===== config.mk =====
export PLATFORM = sky130hd
export DESIGN_NAME = instr_sequencer
export DESIGN_NICKNAME = d
export VERILOG_FILES = /design/src/rtl/instr_sequencer.sv
export SDC_FILE = /design/constraint.sdc
export NUM_CORES = 1
export LEC_CHECK = 0
export BUFFER_PORTS_ARGS = -buffer_cell sky130_fd_sc_hd__buf_2
export CORE_ASPECT_RATIO = 1.1
export CORE_UTILIZATION = 49
export CTS_CLUSTER_SIZE = 30
export DETAILED_ROUTE_END_ITERATION = 6
export PLACE_DENSITY = 0.71
export SETUP_SLACK_MARGIN = 0.5
export SLEW_MARGIN = 20
export SYNTH_ARGS = -nofsm -noshare
export SYNTH_HDL_FRONTEND = slang
export SYNTH_SLANG_ARGS = --single-unit

===== constraint.sdc =====
create_clock -name clk -period 3.7 [get_ports clk]
set_input_delay 0.185 -clock clk [delete_from_list [all_inputs] [get_ports clk]]
set_output_delay 0.185 -clock clk [all_outputs]
set_load 0.02 [all_outputs]

===== src/rtl/instr_sequencer.sv =====
// Program RAM and run/step/halt sequencer that feeds the 20-bit instruction input of simple_cpu.
// Define BREAKPOINT_EN to add an address breakpoint (bp_en, bp_addr, bp_hit).
module instr_sequencer #(
    parameter int                     INSTR_WIDTH = 20,
    parameter int                     PC_BITS     = 5,
    parameter int                     HOLD_CYCLES = 4,
    parameter logic [3:0]             HALT_OP     = 4'hF,
    parameter logic [INSTR_WIDTH-1:0] NOP_INSTR   = '0
) (
    input  logic                   clk,
    input  logic                   rst,
    input  logic                   load_en,
    input  logic [PC_BITS-1:0]     load_addr,
    input  logic [INSTR_WIDTH-1:0] load_data,
    input  logic [PC_BITS:0]       prog_len,
    input  logic                   start,
    input  logic                   step,
    input  logic                   halt_req,
`ifdef BREAKPOINT_EN
    input  logic                   bp_en,
    input  logic [PC_BITS-1:0]     bp_addr,
    output logic                   bp_hit,
`endif
    output logic [INSTR_WIDTH-1:0] instr_out,
    output logic                   instr_valid,
    output logic [PC_BITS-1:0]     pc,
    output logic                   busy,
    output logic                   done,
    output logic                   halted_by_op
);

    localparam int CNT_W = (HOLD_CYCLES > 1) ? $clog2(HOLD_CYCLES) : 1;
    localparam logic [CNT_W-1:0] CNT_LOAD = CNT_W'(HOLD_CYCLES - 1);

    typedef enum logic [2:0] {
        IDLE,
        FETCH,
        ISSUE,
        EXEC,
        HALTED
    } state_t;

    state_t                 state_q;
    logic [PC_BITS-1:0]     pc_q;
    logic [PC_BITS:0]       len_q;
    logic [INSTR_WIDTH-1:0] instr_q;
    logic [INSTR_WIDTH-1:0] rdata_q;
    logic [CNT_W-1:0]       cnt_q;
    logic                   valid_q;
    logic                   busy_q;
    logic                   done_q;
    logic                   by_op_q;
    logic                   run_mode_q;
    logic                   halt_seen_q;
`ifdef BREAKPOINT_EN
    logic                   bp_hit_q;
`endif

    logic [INSTR_WIDTH-1:0] mem [2**PC_BITS];

    logic [PC_BITS-1:0] pc_d;
    logic               len_hit;
    logic               idle_like;

    assign pc_d      = pc_q + 1'b1;
    assign len_hit   = (({1'b0, pc_q} + 1'b1) == len_q);
    assign idle_like = (state_q == IDLE) || (state_q == HALTED);

    // Program store: writes only while not sequencing, read issued during FETCH.
    always_ff @(posedge clk) begin
        if (load_en && idle_like) begin
            mem[load_addr] <= load_data;
        end
        if (state_q == FETCH) begin
            rdata_q <= mem[pc_q];
        end
    end

    always_ff @(posedge clk or posedge rst) begin
        if (rst) begin
            state_q     <= IDLE;
            pc_q        <= '0;
            len_q       <= '0;
            instr_q     <= NOP_INSTR;
            cnt_q       <= '0;
            valid_q     <= 1'b0;
            busy_q      <= 1'b0;
            done_q      <= 1'b0;
            by_op_q     <= 1'b0;
            run_mode_q  <= 1'b0;
            halt_seen_q <= 1'b0;
`ifdef BREAKPOINT_EN
            bp_hit_q    <= 1'b0;
`endif
        end else begin
            valid_q <= 1'b0;
`ifdef BREAKPOINT_EN
            bp_hit_q <= 1'b0;
`endif
            case (state_q)
                IDLE, HALTED: begin
                    if (start) begin
                        len_q   <= prog_len;
                        by_op_q <= 1'b0;
                        if (prog_len != '0) begin
                            pc_q        <= '0;
                            run_mode_q  <= 1'b1;
                            halt_seen_q <= 1'b0;
                            busy_q      <= 1'b1;
                            done_q      <= 1'b0;
                            state_q     <= FETCH;
                        end else begin
                            done_q  <= 1'b1;
                            state_q <= HALTED;
                        end
                    end else if (step && (state_q == IDLE)) begin
                        run_mode_q  <= 1'b0;
                        halt_seen_q <= 1'b0;
                        busy_q      <= 1'b1;
                        state_q     <= FETCH;
                    end
                end
                FETCH: begin
`ifdef BREAKPOINT_EN
                    if (bp_en && (pc_q == bp_addr) && run_mode_q) begin
                        busy_q   <= 1'b0;
                        bp_hit_q <= 1'b1;
                        state_q  <= IDLE;
                    end else
`endif
                    state_q <= ISSUE;
                end
                ISSUE: begin
                    if (halt_req) begin
                        halt_seen_q <= 1'b1;
                    end
                    if (rdata_q[INSTR_WIDTH-1 -: 4] == HALT_OP) begin
                        instr_q <= NOP_INSTR;
                        by_op_q <= 1'b1;
                        done_q  <= 1'b1;
                        busy_q  <= 1'b0;
                        state_q <= HALTED;
                    end else begin
                        instr_q <= rdata_q;
                        valid_q <= 1'b1;
                        cnt_q   <= CNT_LOAD;
                        state_q <= EXEC;
                    end
                end
                EXEC: begin
                    if (halt_req) begin
                        halt_seen_q <= 1'b1;
                    end
                    if (cnt_q != '0) begin
                        cnt_q <= cnt_q - 1'b1;
                    end else begin
                        instr_q <= NOP_INSTR;
                        pc_q    <= pc_d;
                        // Program end outranks a pending halt request or single-step return.
                        if (len_hit) begin
                            by_op_q <= 1'b0;
                            done_q  <= 1'b1;
                            busy_q  <= 1'b0;
                            state_q <= HALTED;
                        end else if (halt_seen_q || halt_req || !run_mode_q) begin
                            busy_q  <= 1'b0;
                            state_q <= IDLE;
                        end else begin
                            state_q <= FETCH;
                        end
                    end
                end
                default: begin
                    busy_q  <= 1'b0;
                    state_q <= IDLE;
                end
            endcase
        end
    end

    assign instr_out    = instr_q;
    assign instr_valid  = valid_q;
    assign pc           = pc_q;
    assign busy         = busy_q;
    assign done         = done_q;
    assign halted_by_op = by_op_q;
`ifdef BREAKPOINT_EN
    assign bp_hit       = bp_hit_q;
`endif

endmodule


==> metrics.yaml <==
run_status:
  status: "completed"
grt:
  grt_usage: 0.220
  grt_pass1_wl_mm: 89.5
  antenna_found_initial: 5
  grt_pass1_vias: 14160
  overflow: 0
  grt_max_degree: 59
power:
  pwr-share-seq: 0.506
  p_int_uw: 14000
  switchingPower_uw: 4850
  p_leak_uw: 0.00965
  p_sw_frac: 0.257
  ir_worst_vdd_mv: 0.298
  p_comb_frac: 0.133
  p_clk_frac: 0.361
  p_per_area_mw_per_mm2: 607
routing:
  wirelength_met1_mm: 24.0
  dr.max_layer_used: "met5"
  firstDrtPassIters: 7
  routed-wl-met2_mm: 29.8
  vias_per_cell: 5.85
  wl_per_cell_um: 25.9
  ant_nets: 0
  routed_wl_mm: 60.9
  vias: 13747
  drcViolationCount: 0
  drtIter0Drc: 1245
  dr_wl_met3_mm: 5.53
yosys:
  yosysSeqAreaShare: 0.766
  synth_edf_count: 660
  synthCells: 1426
  yosysWarnings: 0
  synth_area_mm2: 0.0272
  synth_cell_type_count: 49
  avgSynthCellArea_um2: 19.1
  ys_ff_latch: 702
  ys.flop_type: "edfxtp_1"
  async_flop_share: 0.0598
  syn-num-nets: 1465
setup_path:
  crit_buf_inv: 1
  cp_max_fo: 16
  path_cells: "nor2_1 -> nand2_1 -> or3_1 -> nor2_2 -> buf_4"
  critPathArrivalTime_ns: 3.22
  slowest_delay_ns: 0.58
  end_kind: "flop"
  cp_top_family: "simple AND/OR/NAND/NOR gates"
  cp-start-kind: "flop"
  critical_path_class: "reg2reg"
  crit_slowest_cell: "dfrtp_1"
  crit_required_ns: 3.99
floorplan:
  std_cell_rows: 90
  core_area_mm2: 0.0548
  fp.dieW_um: 227
  die-area_mm2: 0.0566
  top_level_ports: 66
  die_y_um: 249
  start_util: 0.497
sta:
  post-route-period-util: 0.792
  slew_headroom: 0.426
  skew_ns: 0.0279
  period_needed_ns: 2.93
  finalHoldViolations: 0
  finalSetupViolations: 0
  final_max_slew_viol_count: 0
  fmax_mhz: 341
  rsz0062_at_grt: "false"
  worstMarginPinSlew_ns: 0.860
  finalSetupTns_ns: 0
clocking:
  cts_setup_buffers: 0
  cts_tree: "done"
  cts.sink_count: 702
  clk_latency_ns: 0.60
  h-tree-depth: 3
  clk_pin_slew_ns: 0.06
  numCtsBuffers: 69
  cts_resized: 0
  root_buffer: "clkbuf_16"
  cts_buffer_depth: 3
placed_design:
  place_congestion: 0.857
  dp_hpwl_mm: 37.5
  numPortBuffers: 65
min_path:
  min_path_type: "in2reg"
layout:
  drive_gt1_frac: 0.223
  final_cell_mix: "edfxtp_1, mux2i_1, a22oi_1, mux4_2, clkbuf_16"
  final_core_utilization: 0.566
  final_common_cell: "edfxtp_1"
  nNetsFinal: 1597
  synthToLayoutAreaGrowth_pct: 13.9
  final.fill_count: 4001
flow_run:
  cap_violations: 0
synthesized netlist by cell type, types with 2 or more instances:
cell type  count  area (µm²)
inv_1          6        22.5
and2_1         3        18.8
nand3_1       43         215
nand3b_1       4        30.0
mux2i_1      161        1610
mux4_2        80        1800
a21oi_1       50         250
buf_2         38         190
a22o_1        21         184
a21o_1         2        15.0
ha_1           2        25.0
nor2b_1       45         282
nand2_1       21        78.8
nor3_1         4        20.0
nand2b_1       4        25.0
or3_1          2        12.5
o21bai_1       2        15.0
xnor2_1        6        52.6
or3b_2         2        17.5
buf_6          8        90.1
buf_4         10        75.1
nand3_2        3        30.0
clkbuf_1      20        75.1
nand4_1       21         131
edfxtp_1     660       19800
nor2_1        50         188
o21ai_0        6        30.0
xor2_1         4        35.0
o22ai_1        2        12.5
a22oi_1       81         608
mux2_2         6        67.6
dfrtp_1       42        1050
registers in the layout, summed over array words and instances (netlist names):
name / flops
mem: 640
instr_out: 20
rdata_q: 20
len_q: 6
pc: 5
state_q: 3
cnt_q: 2
busy: 1
done: 1
halt_seen_q: 1
halted_by_op: 1
instr_valid: 1
run_mode_q: 1
cell type report:
class,count,area (µm²),area share
Sequential cell,702,20900,0.673
Multi-Input combinational cell,641,6020,0.194
Clock buffer,86,1880,0.0605
Timing Repair Buffer,138,983,0.0317
Tap cell,736,921,0.0297
Clock inverter,38,318,0.0102
Inverter,6,22.5,0.000726
Antenna cell,3,7.51,0.000242
kinds of logic (layout without fill, tap and decap cells):
logic type / Yosys count / count (layout) / synth area share
AO/OA/AOI/OAI: 173 / 173 / 0.0434
flip-flops: 702 / 702 / 0.766
adder cells (fa/ha/maj): 2 / 2 / 0.000918
AND/OR/NAND/NOR: 208 / 208 / 0.0410
multiplexers: 247 / 247 / 0.128
XOR/XNOR: 11 / 11 / 0.00381
other: 0 / 3 / 0
buffers and inverters: 83 / 268 / 0.0172
repair_timing:
item | in CTS | in global routing
endpoints found under the hold margin | 30 | 0
setup endpoints to repair | 0 | 0
hold buffers | 9 | 0
routing by layer:
metal / track usage / up-vias
li1: - / 6030
met1: 0.296 / 7008
met2: 0.351 / 602
met3: 0.0520 / 103
met4: 0.0776 / 4
met5: 0 / -
worst reg2reg max path, stage by stage (launching register included):
cell and delay (ns):
dfrtp_1 0.58, nor2_1 0.45, nand2_1 0.16, or3_1 0.54
nor2_2 0.54, buf_4 0.34
power groups by stage:
stage	combinational (µW)	sequential (µW)	clock [µW]
6_report	2500	9530	6790
5_1_grt	2710	9560	7170
4_1_cts	2500	9530	6890
3_5_place_dp	2480	9690	0
3_3_place_gp	2450	9680	0
2_1_floorplan	1590	9570	0
per-stage QoR:
| step | instances | power [µW] | hold slack [ns] | setup WS (ns) | instance area, µm² |
|---|---|---|---|---|---|
| 4_1_cts | 2347 | 18900 | 0.0538 | 0.842 | 31000 |
| 3_3_place_gp | 2214 | 12100 | 0.380 | 0.921 | 28700 |
| 3_5_place_dp | 2214 | 12200 | 0.399 | 0.860 | 28700 |
| 5_1_grt | 2347 | 19400 | 0.0919 | 0.633 | 31000 |
| 2_1_floorplan | 1426 | 11200 | 0.284 | 1.12 | 27200 |
| 6_report | 2350 | 18800 | 0.0801 | 0.768 | 31000 |
path summary, 6_finish.rpt:
kind	startpoint	to	slack, ns	cells past startpoint
max in group asynchronous	rst	instr_out[0]	2.58	4
hold / removal	step	run_mode_q	0.08	5
min in group asynchronous	rst	halt_seen_q	0.31	3
hold reg to reg	done	done	0.50	2
setup / recovery	state_q[0]	mem[8][12]	0.77	5
setup reg to reg	state_q[0]	mem[8][12]	0.77	5
Note: power is estimated with default switching activity, not from simulation.
